`config.mk`:
```
export PLATFORM = sky130hd
export DESIGN_NAME = alu_issue_queue_flat
export DESIGN_NICKNAME = d
export VERILOG_FILES = /design/src/rtl/alu_issue_queue_if.sv /design/src/rtl/alu_issue_queue.sv /design/src/flat_wrapper.sv
export SDC_FILE = /design/constraint.sdc
export NUM_CORES = 1
export LEC_CHECK = 0
export CORE_ASPECT_RATIO = 2
export CORE_MARGIN = 5
export CORE_UTILIZATION = 45
export CTS_BUF_LIST = sky130_fd_sc_hd__clkbuf_8
export CTS_CLUSTER_SIZE = 12
export DETAILED_ROUTE_END_ITERATION = 10
export DONT_BUFFER_PORTS = 1
export SYNTH_ARGS = -nofsm -noshare
export SYNTH_HDL_FRONTEND = slang
export SYNTH_SLANG_ARGS = --single-unit
```
`constraint.sdc`:
```
create_clock -name clk -period 3.33 [get_ports clk]
set_clock_uncertainty 0.15 [all_clocks]
set_input_delay 0.666 -clock clk [delete_from_list [all_inputs] [get_ports clk]]
set_output_delay 0.666 -clock clk [all_outputs]
set_load 0.02 [all_outputs]
```
`src/rtl/alu_issue_queue_if.sv`:
```
// Request/response handshake bundle between decode, the ALU issue queue and writeback.
interface alu_issue_queue_if #(
   parameter int TAG_W = 4
);
   logic             in_valid;
   logic             in_ready;
   logic [31:0]      in_a;
   logic [31:0]      in_b;
   logic [3:0]       in_op;
   logic [TAG_W-1:0] in_tag;
   logic             out_valid;
   logic             out_ready;
   logic [31:0]      out_result;
   logic             out_zero;
   logic             out_illegal;
   logic [TAG_W-1:0] out_tag;

   modport master (
      output in_valid, in_a, in_b, in_op, in_tag, out_ready,
      input  in_ready, out_valid, out_result, out_zero, out_illegal, out_tag
   );

   modport slave (
      input  in_valid, in_a, in_b, in_op, in_tag, out_ready,
      output in_ready, out_valid, out_result, out_zero, out_illegal, out_tag
   );
endinterface

```
`src/rtl/alu_issue_queue.sv`:
```
// FIFO-buffered issue stage feeding an external combinational ALU, with a
// registered valid/ready result stage toward writeback.
module alu_issue_queue #(
   parameter  int DEPTH = 4,
   parameter  int TAG_W = 4,
   localparam int PTR_W = $clog2(DEPTH),
   localparam int CNT_W = PTR_W + 1
) (
   input  logic              clk,
   input  logic              rst,
   alu_issue_queue_if.slave  bus,
   output logic [31:0]       alu_a,
   output logic [31:0]       alu_b,
   output logic [3:0]        alu_op,
   input  logic [31:0]       alu_result,
   input  logic              alu_zero,
   output logic [CNT_W-1:0]  count
);

   typedef struct packed {
      logic [31:0]      a;
      logic [31:0]      b;
      logic [3:0]       op;
      logic [TAG_W-1:0] tag;
   } entry_t;

   entry_t           mem_q [DEPTH];
   entry_t           mem_d [DEPTH];
   logic [PTR_W-1:0] wr_ptr_q, wr_ptr_d;
   logic [PTR_W-1:0] rd_ptr_q, rd_ptr_d;
   logic [CNT_W-1:0] count_q, count_d;
   logic             out_valid_q, out_valid_d;
   logic [31:0]      out_result_q, out_result_d;
   logic             out_zero_q, out_zero_d;
   logic             out_illegal_q, out_illegal_d;
   logic [TAG_W-1:0] out_tag_q, out_tag_d;

   logic   in_ready;
   logic   push;
   logic   adv;
   logic   nonempty;
   entry_t head;

   always_comb begin
      // A full queue refuses new work even if the head retires this cycle.
      in_ready = !rst && (count_q < CNT_W'(DEPTH));
      push     = bus.in_valid && in_ready;
      nonempty = (count_q != '0);
      head     = mem_q[rd_ptr_q];
      adv      = nonempty && (!out_valid_q || bus.out_ready);

      alu_a  = nonempty ? head.a  : '0;
      alu_b  = nonempty ? head.b  : '0;
      alu_op = nonempty ? head.op : '0;

      mem_d         = mem_q;
      wr_ptr_d      = wr_ptr_q;
      rd_ptr_d      = rd_ptr_q;
      out_valid_d   = out_valid_q;
      out_result_d  = out_result_q;
      out_zero_d    = out_zero_q;
      out_illegal_d = out_illegal_q;
      out_tag_d     = out_tag_q;

      if (push) begin
         mem_d[wr_ptr_q] = '{a: bus.in_a, b: bus.in_b, op: bus.in_op, tag: bus.in_tag};
         wr_ptr_d        = wr_ptr_q + PTR_W'(1);
      end

      // The ALU output for the head is captured in the same cycle it is dequeued.
      if (adv) begin
         out_valid_d   = 1'b1;
         out_result_d  = alu_result;
         out_zero_d    = alu_zero;
         out_illegal_d = (head.op > 4'd8);
         out_tag_d     = head.tag;
         rd_ptr_d      = rd_ptr_q + PTR_W'(1);
      end else if (out_valid_q && bus.out_ready) begin
         out_valid_d = 1'b0;
      end

      count_d = count_q + CNT_W'(push) - CNT_W'(adv);
   end

   always_ff @(posedge clk) begin
      mem_q <= mem_d;
   end

   always_ff @(posedge clk) begin
      if (rst) begin
         wr_ptr_q      <= '0;
         rd_ptr_q      <= '0;
         count_q       <= '0;
         out_valid_q   <= 1'b0;
         out_result_q  <= '0;
         out_zero_q    <= 1'b0;
         out_illegal_q <= 1'b0;
         out_tag_q     <= '0;
      end else begin
         wr_ptr_q      <= wr_ptr_d;
         rd_ptr_q      <= rd_ptr_d;
         count_q       <= count_d;
         out_valid_q   <= out_valid_d;
         out_result_q  <= out_result_d;
         out_zero_q    <= out_zero_d;
         out_illegal_q <= out_illegal_d;
         out_tag_q     <= out_tag_d;
      end
   end

   assign bus.in_ready    = in_ready;
   assign bus.out_valid   = out_valid_q;
   assign bus.out_result  = out_result_q;
   assign bus.out_zero    = out_zero_q;
   assign bus.out_illegal = out_illegal_q;
   assign bus.out_tag     = out_tag_q;
   assign count           = count_q;

endmodule
```
`src/flat_wrapper.sv`:
```
// flat-port wrapper written by rule: the top's interface ports become plain ports
module alu_issue_queue_flat 
#(
   parameter  int DEPTH = 4,
   parameter  int TAG_W = 4,
   localparam int PTR_W = $clog2(DEPTH),
   localparam int CNT_W = PTR_W + 1
)
  (clk, rst, alu_a, alu_b, alu_op, alu_result, alu_zero, count, bus_in_valid, bus_in_a, bus_in_b, bus_in_op, bus_in_tag, bus_out_ready, bus_in_ready, bus_out_valid, bus_out_result, bus_out_zero, bus_out_illegal, bus_out_tag);
  alu_issue_queue_if #(.TAG_W(TAG_W)) bus_i ();
  input  logic clk;
  input  logic rst;
  output logic [31:0] alu_a;
  output logic [31:0] alu_b;
  output logic [3:0] alu_op;
  input  logic [31:0] alu_result;
  input  logic alu_zero;
  output logic [CNT_W-1:0] count;
  input wire logic [$bits(bus_i.in_valid)-1:0] bus_in_valid;
  input wire logic [$bits(bus_i.in_a)-1:0] bus_in_a;
  input wire logic [$bits(bus_i.in_b)-1:0] bus_in_b;
  input wire logic [$bits(bus_i.in_op)-1:0] bus_in_op;
  input wire logic [$bits(bus_i.in_tag)-1:0] bus_in_tag;
  input wire logic [$bits(bus_i.out_ready)-1:0] bus_out_ready;
  output wire logic [$bits(bus_i.in_ready)-1:0] bus_in_ready;
  output wire logic [$bits(bus_i.out_valid)-1:0] bus_out_valid;
  output wire logic [$bits(bus_i.out_result)-1:0] bus_out_result;
  output wire logic [$bits(bus_i.out_zero)-1:0] bus_out_zero;
  output wire logic [$bits(bus_i.out_illegal)-1:0] bus_out_illegal;
  output wire logic [$bits(bus_i.out_tag)-1:0] bus_out_tag;
  assign bus_i.in_valid = bus_in_valid;
  assign bus_i.in_a = bus_in_a;
  assign bus_i.in_b = bus_in_b;
  assign bus_i.in_op = bus_in_op;
  assign bus_i.in_tag = bus_in_tag;
  assign bus_i.out_ready = bus_out_ready;
  assign bus_in_ready = bus_i.in_ready;
  assign bus_out_valid = bus_i.out_valid;
  assign bus_out_result = bus_i.out_result;
  assign bus_out_zero = bus_i.out_zero;
  assign bus_out_illegal = bus_i.out_illegal;
  assign bus_out_tag = bus_i.out_tag;
  alu_issue_queue #(.DEPTH(DEPTH), .TAG_W(TAG_W)) u_core (.clk(clk), .rst(rst), .bus(bus_i), .alu_a(alu_a), .alu_b(alu_b), .alu_op(alu_op), .alu_result(alu_result), .alu_zero(alu_zero), .count(count));
endmodule
```
-- After elaboration in Yosys (flattened, before gate mapping)
Index checks and enable logic that the tools add are counted.
- bitwise logic cells: 2
- reductions and logical operators: 10
- add/subtract/negate cells: 4
- magnitude comparators: 5
- multiplexer cells: 11
- operators by type and width (operator ; count):
    $bwmux 288 ; 1
    $mux 72 ; 3
    $bmux 72 s2 ; 1
    $demux 72 s2 ; 1
    $mux 32 ; 2
    $ge 3x3->1 const B ; 2
    $not 2->3 ; 2
    $logic_and 1x1->1 ; 5
    $add 2x1->2 const B ; 2
    $gt 4x4->1 const B ; 1
    $mux 4 ; 1
    $add 3x1->3 ; 1
    $lt 3x1->1 const B ; 1
    $lt 3x3->1 const B ; 1
    $reduce_bool 3->1 ; 1
    $sub 3x1->3 ; 1
    $logic_not 1->1 ; 2
    $mux 1 ; 2
    $reduce_bool 2->1 ; 1
    $logic_or 1x1->1 ; 1
- bits of input ports: 109
- logic and storage cells: 56
- register bits after elaboration: 334
- output and inout bits: 111

-- Logic depth before layout (Yosys ltp)
Gate-level depths: netlist of the first run.
- depth in word-level cells: 6
- depth in mapped cells: 12
- mapped depth without buffers: 10

-- Worst setup path before layout of the first run
OpenSTA, ideal clock, no wires.
- kind: input port to flip-flop
- start point: in rst
- end point: reg u_core.mem_q[0] in the netlist's numbering (enable)
- path slack: -156 ps
- cell stages on the path: 2
- library setup time: 439 ps
- data required time: 2741 ps
- arrival: 2897 ps
- buffers on the path: 0
- path through: nor2_1 > and3_1
- cells in the longest elaborated chain, start to end: 3
- RTL lines (item ; RTL line ; RTL):
    start: declaration ; flat_wrapper.sv:12 ; input logic rst;
    $logic_not 1->1 ; alu_issue_queue.sv:46 ; in_ready = !rst && (count_q < CNT_W'(DEPTH));
    $logic_and 1x1->1 ; alu_issue_queue.sv:46 ;
    $logic_and 1x1->1 ; alu_issue_queue.sv:47 ; push = bus.in_valid && in_ready;
    end signal: assignment ; alu_issue_queue.sv:86 ; mem_q <= mem_d;
    end: declaration ; alu_issue_queue.sv:27 ; entry_t mem_q [DEPTH];
Every way passes these cells.
A chain may end at the register's enable or synchronous reset.

-- Worst setup path in the final report of the first run
- start point: reg u_core.rd_ptr_q[0]
- end point: out alu_a[14]
- cells in the longest elaborated chain, start to end: 5
- RTL lines (item ; RTL line ; RTL):
    start: declaration ; alu_issue_queue.sv:30 ; logic [PTR_W-1:0] rd_ptr_q, rd_ptr_d;
    start signal: assignment ; alu_issue_queue.sv:101 ; rd_ptr_q <= rd_ptr_d;
    $not 2->3 (not written as such) ; alu_issue_queue.sv:49 ; head = mem_q[rd_ptr_q];
    $bmux 72 s2 ; alu_issue_queue.sv:49 ;
    $mux 72 (not written as such) (2 in a row) ; alu_issue_queue.sv:49 ;
    $mux 32 ; alu_issue_queue.sv:52 ; alu_a = nonempty ? head.a : '0;
    end: declaration ; flat_wrapper.sv:13 ; output logic [31:0] alu_a;
Every way passes these cells. The select of a mux whose other input is x is not followed.

==> impl_metrics.csv, run 1 <==
group,metric,value,unit
detailed_routing,top_layer_used,"met4",
logic_synthesis,synth_area_leaders,"edfxtp_1 69%, mux4_2 13%, dfxtp_1 7.3%, and2_1 3.4%, nand2_1 2.3%",
floorplan,row_count,86,
sta,tightestPinTransition,0.6701,ns
cts,h-tree-depth,2,
logic_synthesis,synth_top_family_by_area,"multiplexers",
floorplan,core_area,0.02755,mm^2
floorplan,fp.dieH,246.2,um
global_route,grt_max_degree,70,
power_and_ir_drop,powerDensity,779.5,mW/mm^2
setup_path,cp_slowest_cell,"dfxtp_4",
placed_design,portBuffers,0,
detailed_routing,met3_length,2.009,mm
setup_path,startpoint,"u_core.rd_ptr_q[0]",
sta,maxSlewHeadroom,55.33,%
cts,cts-resized-gates,0,
layout,fin_nets,839,
cts,cts_root_buf,"clkbuf_8",
flow_run,maxCapViolations,0,
cts,cts.path.max_buffers,3,
floorplan,die_w,128.1,um
logic_synthesis,synth-edff-count,288,
detailed_routing,wire_per_inst,23.55,um
layout,fill_cells,2250,
logic_synthesis,synth_area_leader_cell,"edfxtp_1",
sta,layout_setup_ws,0.2552,ns
logic_synthesis,synth_most_common_cell,"edfxtp_1",
cts,clk_latency,0.55,ns
floorplan,dieArea,0.03155,mm^2
sta,fin_crit_sh,92.34,%
logic_synthesis,synth_xor_area_share,0.3487,%
logic_synthesis,synth_cell_types,24,
setup_path,regToRegStartpoint,"u_core.count[2]",
logic_synthesis,synthSimpleGateAreaFrac,6.457,%
logic_synthesis,avgSynthCellArea,18.85,um^2
placed_design,dpl_cell_area,0.01312,mm^2
cts,cts_buffers,45,
detailed_routing,drt_wl_total,26.00,mm
power_and_ir_drop,p_leak,4.559,nW
floorplan,start_util,45.59,%
detailed_routing,ant_nets,0,
layout,drive_gt1_share,19.68,%
layout,n_antenna_cell,0,
detailed_routing,first_iter_violations,363,
logic_synthesis,synthTopCellsByCount,"288 x edfxtp_1, 77 x nand2_1, 72 x mux4_2, 69 x and2_1, 46 x dfxtp_1",
sta,hold_viol,0,
logic_synthesis,ys_ff_latch,334,
logic_synthesis,yosysSeqAreaShare,76.21,%
sta,holdWs,0.05096,ns
floorplan,io_pins,220,
layout,fin_area,0.01420,mm^2
min_path,hold_path_startpoint,"bus_in_a[9]",
detailed_routing,wl_met2,14.57,mm
detailed_routing,drc,0,
global_route,antenna_found_initial,0,
sta,finalSetupTns,0,ns
power_and_ir_drop,power,0.01107,W
setup_path,max_stage_delay,0.62,ns
setup_path,crit_path_max_fanout,18,
global_route,grt_pass1_vias,6824,
detailed_routing,dr.pass1.iters,4,
setup_path,worst_setup_path_end_kind,"output port",
logic_synthesis,ys_warn_count,0,
global_route,grt_pass1_wl,39.34,mm
cts,cts_sinks,334,
min_path,hold_class,"primary input to register",
setup_path,path_cells,"buf_12 -> mux4_2 -> and2_1",
setup_path,path_buf_inv,1,
cts,post_cts_buffers,0,
sta,finalSetupViolCount,0,
logic_synthesis,syn_nets,782,
global_route,gr-usage-all-layers,16.56,%
logic_synthesis,netlist_instances,666,
setup_path,cp-start-kind,"register",
layout,area_delta_synth_final,13.05,%
setup_path,critical_path.top_delay_family,"flip-flops",
detailed_routing,met1_length,8.761,mm
setup_path,critPathKind,"register to output port",
global_route,gr-total-overflow,0,
sta,final_max_slew_viol_count,0,
detailed_routing,vias,6017,
logic_synthesis,yosys.area.top_type_share,68.87,%
logic_synthesis,async_flop_share,0,%
sta,fmax,0.3252,GHz
placed_design,gp_congestion,0.7526,
logic_synthesis,synth-main-ff-cell,"edfxtp_1",
setup_path,cp_data_arrival_time,2.26,ns
power_and_ir_drop,ir_drop,436.1,uV
logic_synthesis,synth_mux_area_share,12.91,%
sta,fin_crit,3.075,ns
logic_synthesis,synth.cell_area,0.01256,mm^2
cts,path_clk_slew,0.07,ns
detailed_routing,vias_per_cell,5.450,
logic_synthesis,synth_fa_ha_area_share,0.7573,%
placed_design,hpwl,16.46,mm
run_status,status,"finished clean",
placed_design,dp_slack,0.7265,ns
setup_path,crit_required,2.51,ns
sta,rsz0062_at_grt,"false",
cts,cts_tree,"done",
logic_synthesis,synth_compound_area_share,1.614,%
[sequential cells by signal (all words and copies together), names as in the netlist]
| register | count |
|---|---|
| u_core.mem_q | 288 |
| u_core.bus.out_result | 32 |
| u_core.bus.out_illegal | 1 |
| u_core.wr_ptr_q | 2 |
| u_core.bus.out_zero | 1 |
| u_core.bus.out_valid | 1 |
| u_core.bus.out_tag | 4 |
| u_core.rd_ptr_q | 2 |
| u_core.count | 3 |
[where the power goes]
group / internal [W] / total (W) / switching [W] / leakage, nW
logic: 0.00116 / 0.00303 / 0.00187 / 1.13
registers: 0.00489 / 0.00535 / 0.000460 / 2.99
clock network: 0.00129 / 0.00269 / 0.00140 / 0.436
[cells in the final DEF, fill, tap and decap left out]
master	synthesis	layout
clkinv_2	0	2
buf_12	0	13
o31ai_1	1	1
fa_1	1	1
and3_4	0	4
edfxtp_1	288	288
a21oi_1	39	39
xor2_1	1	1
inv_1	7	20
or3_1	2	1
nor2b_1	2	2
nand3_1	2	2
nand2_1	77	77
dfxtp_4	0	2
or3_2	0	1
nand2b_1	1	1
clkbuf_8	0	47
buf_4	2	6
ha_1	6	6
and2_1	69	69
nor2_1	5	5
dlygate4sd3_1	0	29
clkinv_1	0	13
xnor2_1	4	4
mux4_2	72	72
dfxtp_1	46	44
clkinvlp_4	0	1
nor3_1	1	1
[path summary, 6_finish.rpt]
kind | to | slack, ns | cells past startpoint
max | alu_a[14] | 0.26 | 3
min | u_core.mem_q[49] | 0.05 | 0
max reg2reg | u_core.count[2] | 0.73 | 10
min reg2reg | u_core.bus.out_result[16] | 0.41 | 2
[metal layers]
layer | vias up | track usage (%)
li1 | 2669 | -
met1 | 3080 | 17.11
met2 | 223 | 31.21
met3 | 45 | 4.730
met4 | 0 | 6.000
met5 | - | 0
[layout make-up]
cell class / instances / area (um^2) / area share [%]
Inverter: 7 / 26.28 / 0.1851
Multi-Input combinational cell: 287 / 2795 / 19.69
Clock buffer: 47 / 646.9 / 4.557
Timing Repair Buffer: 48 / 595.6 / 4.195
Clock inverter: 29 / 115.1 / 0.8109
Tap cell: 352 / 440.4 / 3.102
Sequential cell: 334 / 9577 / 67.46
[worst register-to-register path, stage by stage, from the launching register on]
cell and delay (ns):
dfxtp_1 0.42, or3_2 0.50, nand2_1 0.09, inv_1 0.06
ha_1 0.27, inv_1 0.04, ha_1 0.20, fa_1 0.39
xnor2_1 0.18, xnor2_1 0.14, nor2_1 0.06
[kinds of logic (layout without fill, tap and decap cells)]
logic type                 count (synthesis)  count (layout)
DFF                                      334             334
and+or+nand+nor                          163             163
muxes                                     72              72
buffers and inverters                     45             131
AOI/OAI and AO/OA                         40              40
adders and majority gates                  7               7
xor gates and xnor gates                   5               5
[stage by stage]
stage	utilization (%)	cells
after floorplan	-	666
final	51.54	1104
after detailed placement	47.64	998
after global routing	51.54	1104
after CTS	51.54	1104
after global placement	47.64	998
[repair_timing]
action                     in CTS  in global routing
hold endpoints to repair      149                  0
setup endpoints to repair       0                  0
hold buffers                   30                  0
No activity file was read; power rests on OpenSTA's default activity.
==> run 2: changes to the inputs <==
- clock period: 3.33 -> 3 ns (I/O delays scaled with it)
==> run 2 against run 1 <==
Compared with the run above: die area did not move; global-route usage fell by 0.072 points; clock-buffer cell count rose by 6; final cell count rose by 7.2%; worst setup slack got worse by 0.10 ns; via count rose by 3.6%; first-iteration DRC count fell by 22%; register-to-register slack got worse by 0.21 ns; non-clock buffer count rose by 68; cell area rose by 5.6%; sequential power rose by 8.6%; utilization rose by 2.9 points; critical endpoint is now alu_b[27]; largest cell class unchanged; largest power group unchanged.
==> impl_metrics.csv, run 2 (synthesis gave the netlist of run 1 again) <==
group,metric,value,unit
power_and_ir_drop,p_sw_share,32.80,%
detailed_routing,ant_nets,0,
setup_path,cp-start-kind,"register",
min_path,hold_class,"primary input to register",
power_and_ir_drop,p_sw,0.004212,W
global_route,antenna_found_initial,4,
setup_path,startpoint,"u_core.rd_ptr_q[0]",
layout,layout_commonest_cell,"edfxtp_1",
floorplan,dieArea,0.03155,mm^2
power_and_ir_drop,powerDensity,856.5,mW/mm^2
setup_path,path_cells,"buf_12 -> mux4_2 -> and2_1",
power_and_ir_drop,pwr-share-comb,27.8,%
sta,finalSetupTns,0,ns
setup_path,crit_path_max_fanout,40,
sta,maxSlewHeadroom,53.86,%
min_path,timing.hold.worst_path_depth,2,
cts,cts_tree,"done",
detailed_routing,vias_per_cell,5.268,
setup_path,max_stage_delay,0.55,ns
floorplan,row_count,86,
detailed_routing,drc,0,
floorplan,core_area,0.02755,mm^2
power_and_ir_drop,p_leak,4.943,nW
floorplan,die_w,128.1,um
setup_path,critPathKind,"register to output port",
cts,clk_latency,0.56,ns
power_and_ir_drop,ir_drop,511.0,uV
run_status,status,"finished clean",
setup_path,worst_setup_path_end_kind,"output port",
setup_path,cp_slowest_cell,"mux4_2",
floorplan,start_util,45.59,%
power_and_ir_drop,seq_power_share,45.3,%
layout,regMostFlops,"u_core.mem_q",
global_route,grt_pass1_vias,7125,
setup_path,crit_required,2.25,ns
power_and_ir_drop,clkPwrFrac,26.9,%
setup_path,cp_data_arrival_time,2.10,ns
detailed_routing,drt_wl_total,25.78,mm
cts,cts_root_buf,"clkbuf_8",
sta,final_max_slew_viol_count,0,
layout,final_cell_mix,"288 x edfxtp_1, 94 x dlygate4sd3_1, 77 x nand2_1",
sta,fmax,0.3510,GHz
power_and_ir_drop,p_int,0.008629,W
sta,holdWs,0.04837,ns
placed_design,gp_congestion,0.7483,
layout,area_delta_synth_final,19.39,%
sta,finalSetupViolCount,0,
layout,largest_reg_flops,288,
global_route,grt_max_degree,70,
sta,fin_crit,2.849,ns
setup_path,regToRegStartpoint,"u_core.count[0]",
detailed_routing,vias,6232,
power_and_ir_drop,power,0.01284,W
detailed_routing,wire_per_inst,21.79,um
sta,hold_viol,0,
setup_path,r2r_slack,0.52,ns
setup_path,rr_endpoint,"u_core.count[2]",
sta,fin_crit_sh,94.96,%
setup_path,reg2reg_depth,10,
placed_design,portBuffers,0,
cts,cts.path.max_buffers,3,
floorplan,fp.dieH,246.2,um
flow_run,maxCapViolations,0,
cts,path_clk_slew,0.06,ns
sta,tightestPinTransition,0.6921,ns
detailed_routing,dr.pass1.iters,4,
cts,cts_sinks,334,
layout,drive_gt1_share,19.59,%
min_path,whs_endpoint,"u_core.bus.out_result[9]",
cts,h-tree-depth,2,
floorplan,io_pins,220,
placed_design,hpwl,16.27,mm
min_path,hold_path_startpoint,"alu_result[9]",
sta,rsz0062_at_grt,"false",
global_route,gr-usage-all-layers,16.49,%
cts,cts_buffers,46,
global_route,grt_pass1_wl,39.41,mm
detailed_routing,first_iter_violations,284,
global_route,gr-total-overflow,0,
layout,fin_nets,908,
==> run 2: changes by cell type in the layout (fill, tap and decap cells not counted), moves of 3 or more <==
cell,delta
dlygate4sd3_1,+65
clkinv_1,-10
buf_12,-5
buf_4,+7
bufinv_16,+3
clkbuf_8,+6
inv_1,+6
diode_2,+4
==> run 2: worst max-delay path by stage <==
stage,end,slack (ns)
finish,alu_b[27],0.15
global route,alu_a[2],0.02
CTS,alu_a[14],0.004
detailed placement,u_core.count[2],0.52
global placement,u_core.count[2],0.58
floorplan,u_core.count[2],0.31
==> run 2: power groups by stage <==
stage | clock [W] | combinational (W) | sequential (W)
2_1_floorplan | 0 | 0.00281 | 0.00584
3_3_place_gp | 0 | 0.00340 | 0.00592
3_5_place_dp | 0 | 0.00346 | 0.00594
4_1_cts | 0.00357 | 0.00363 | 0.00584
5_1_grt | 0.00380 | 0.00388 | 0.00584
6_report | 0.00345 | 0.00358 | 0.00581
==> run 2: per-layer routing <==
layer / routed length [um] / GRT usage [%] / vias to the layer above
li1: - / - / 2814
met1: 8613 / 16.73 / 3133
met2: 14650 / 31.66 / 239
met3: 1800 / 4.448 / 46
met4: 720 / 5.813 / 0
met5: 0 / 0 / -
==> run 2: timing repair <==
item,in CTS,in global routing
hold endpoints to repair,334,0
hold buffers,95,0
resized for setup,0,0
setup endpoints to repair,0,4
buffers inserted,0,1
==> run 2: per-stage QoR <==
step | instances | setup WS, ns | cell area [um^2] | utilization, %
after detailed placement | 1000 | 0.5157 | 13080 | 47.47
after global placement | 1000 | 0.5757 | 13080 | 47.47
final | 1183 | 0.1512 | 14990 | 54.42
after CTS | 1178 | 0.004065 | 14970 | 54.33
after global routing | 1180 | 0.02421 | 14980 | 54.40
after floorplan | 666 | 0.3135 | 12560 | -
==> run 2: cell type report <==
cell class                 count  area (um^2)
fill                        2212        12550
sequential                   334         9577
multi-input combinational    287         2795
timing repair buffer         116         1214
clock buffer                  53        729.5
tap                          352        440.4
clock inverter                30        200.2
inverter                       7        26.28
antenna                        4        10.01
==> run 2: critical path, delay by kind of cell, from the launching register on <==
family | cells | cell delay [ns]
buffers and inverters | 1 | 0.29
flip-flops | 1 | 0.37
multiplexers | 1 | 0.55
AND/OR/NAND/NOR | 1 | 0.26
==> run 3: changes to the inputs <==
- MAX_ROUTING_LAYER: unset -> met4
- SLEW_MARGIN: unset -> 20
==> run 3 against run 2 <==
Compared with the run above: via count grew 0.30%; register-to-register slack hardly changed; sequential share of layout area unchanged; critical path depth stayed put; final cell count did not move; highest routed layer unchanged; die area stayed put; power is essentially flat; critical endpoint is now alu_b[13]; utilization did not move.
==> impl_metrics.csv, run 3 (synthesis gave the netlist of run 1 again) <==
group,metric,value,unit
global_route,gr-total-overflow,0,
setup_path,cp_data_arrival_time,2.10,ns
global_route,grt_pass1_wl,39.36,mm
setup_path,path_buf_inv,1,
setup_path,r2r_slack,0.52,ns
global_route,grtUsageMet1,17.01,%
layout,regMostFlops,"u_core.mem_q",
sta,rsz0062_at_grt,"false",
run_status,status,"finished clean",
sta,tightestPinTransition,0.6857,ns
floorplan,core_area,0.02755,mm^2
detailed_routing,drc,0,
sta,finalSetupTns,0,ns
global_route,grtUsageMet3,4.101,%
setup_path,crit_required,2.25,ns
setup_path,path_cells,"or3_2 -> buf_4 -> and2_1",
layout,largest_reg_flops,288,
detailed_routing,drt_wl_total,25.84,mm
sta,final_max_slew_viol_count,0,
setup_path,cp-start-kind,"register",
cts,cts_buffers,46,
cts,h-tree-depth,2,
global_route,grt_pass1_vias,7131,
layout,register_area,0.009577,mm^2
global_route,grt_max_degree,70,
power_and_ir_drop,ir_drop,511.1,uV
cts,cts_root_buf,"clkbuf_8",
sta,layout_setup_ws,0.1525,ns
sta,maxSlewHeadroom,54.28,%
flow_run,maxCapViolations,0,
min_path,hold_class,"primary input to register",
detailed_routing,dr.pass1.iters,4,
global_route,gr-usage-all-layers,16.96,%
power_and_ir_drop,power,0.01284,W
placed_design,dp_slack,0.5157,ns
floorplan,die_w,128.1,um
cts,path_clk_slew,0.06,ns
setup_path,critical_path.top_delay_family,"simple AND/OR/NAND/NOR gates",
floorplan,io_pins,220,
layout,area_delta_synth_final,19.39,%
placed_design,portBuffers,0,
layout,drive_gt1_share,19.59,%
cts,cts.path.max_buffers,3,
cts,cts_sinks,334,
sta,fin_crit_sh,94.92,%
floorplan,fp.dieH,246.2,um
detailed_routing,vias,6251,
sta,fin_crit,2.848,ns
setup_path,max_stage_delay,0.50,ns
setup_path,crit_path_max_fanout,69,
layout,fin_area,0.01499,mm^2
power_and_ir_drop,p_leak,4.943,nW
sta,fmax,0.3512,GHz
setup_path,critPathKind,"register to output port",
sta,finalSetupViolCount,0,
cts,cts_tree,"done",
sta,hold_viol,0,
layout,final_cell_mix,"288 x edfxtp_1, 94 x dlygate4sd3_1, 77 x nand2_1",
global_route,top_usage_layer,"met2",
layout,fill_cells,2212,
layout,fin_nets,908,
global_route,grt.met2_usage,31.58,%
detailed_routing,wire_per_inst,21.84,um
detailed_routing,first_iter_violations,246,
layout,multi_input_area,0.002795,mm^2
setup_path,worst_setup_path_end_kind,"output port",
floorplan,dieArea,0.03155,mm^2
floorplan,start_util,45.59,%
power_and_ir_drop,powerDensity,856.6,mW/mm^2
floorplan,row_count,86,
placed_design,gp_congestion,0.7579,
detailed_routing,ant_nets,0,
detailed_routing,vias_per_cell,5.284,
setup_path,cp_slowest_cell,"or3_2",
cts,clk_latency,0.56,ns
placed_design,dpl_cell_area,0.01308,mm^2
placed_design,hpwl,16.27,mm
global_route,antenna_found_initial,4,
layout,layout_commonest_cell,"edfxtp_1",
-- run 3: cell counts in the layout (fill, tap and decap cells not counted) --
No cell type changed its count.
-- run 3: power breakdown --
part | total (W) | internal [W] | switching (W)
clock | 0.00345 | 0.00187 | 0.00159
sequential | 0.00581 | 0.00542 | 0.000391
combinational | 0.00358 | 0.00134 | 0.00224
total | 0.0128 | 0.00863 | 0.00421
-- run 3: final cells by class --
cell class	count	share of cell area [%]
Sequential cell	334	63.88
Multi-Input combinational cell	287	18.64
Timing Repair Buffer	116	8.095
Clock buffer	53	4.866
Tap cell	352	2.938
Clock inverter	30	1.335
Inverter	7	0.1753
Antenna cell	4	0.06677
-- run 3: through the flow --
| step | std cells | hold slack (ns) | utilization (%) |
|---|---|---|---|
| 2_1_floorplan | 666 | 0.3577 | - |
| 3_3_place_gp | 1000 | 0.3686 | 47.47 |
| 3_5_place_dp | 1000 | 0.3965 | 47.47 |
| 4_1_cts | 1178 | 0.0003260 | 54.33 |
| 5_1_grt | 1183 | 0.01167 | 54.42 |
| 6_report | 1183 | 0.04633 | 54.42 |
-- run 3: routing by layer --
| layer | up-vias | routed length, um |
|---|---|---|
| met2 | 229 | 14710 |
| met3 | 48 | 1613 |
| met5 | - | 0 |
| met1 | 3157 | 8856 |
| met4 | 0 | 663 |
| li1 | 2817 | - |
-- run 3: worst paths after layout --
kind	from	end	cells past startpoint
max	u_core.count[0]	alu_b[13]	3
min	alu_result[9]	u_core.bus.out_result[9]	2
max reg2reg	u_core.count[0]	u_core.count[2]	10
min reg2reg	u_core.wr_ptr_q[1]	u_core.wr_ptr_q[1]	2
-- run 3: worst register-to-register path, delay by kind of cell (launching register included) --
| family | cells | cell delay, ns |
|---|---|---|
| adder cells (fa/ha/maj) | 3 | 0.84 |
| flip-flops | 1 | 0.31 |
| buffers and inverters | 2 | 0.10 |
| AND/OR/NAND/NOR | 3 | 0.65 |
| XOR/XNOR | 2 | 0.31 |
-- run 3: timing repair --
| action | 4_1_cts | 5_1_grt |
|---|---|---|
| setup endpoints to repair | 0 | 4 |
| resized for setup | 0 | 0 |
| setup buffers | 0 | 1 |
| hold buffers | 95 | 0 |
| endpoints found under the hold margin | 334 | 0 |
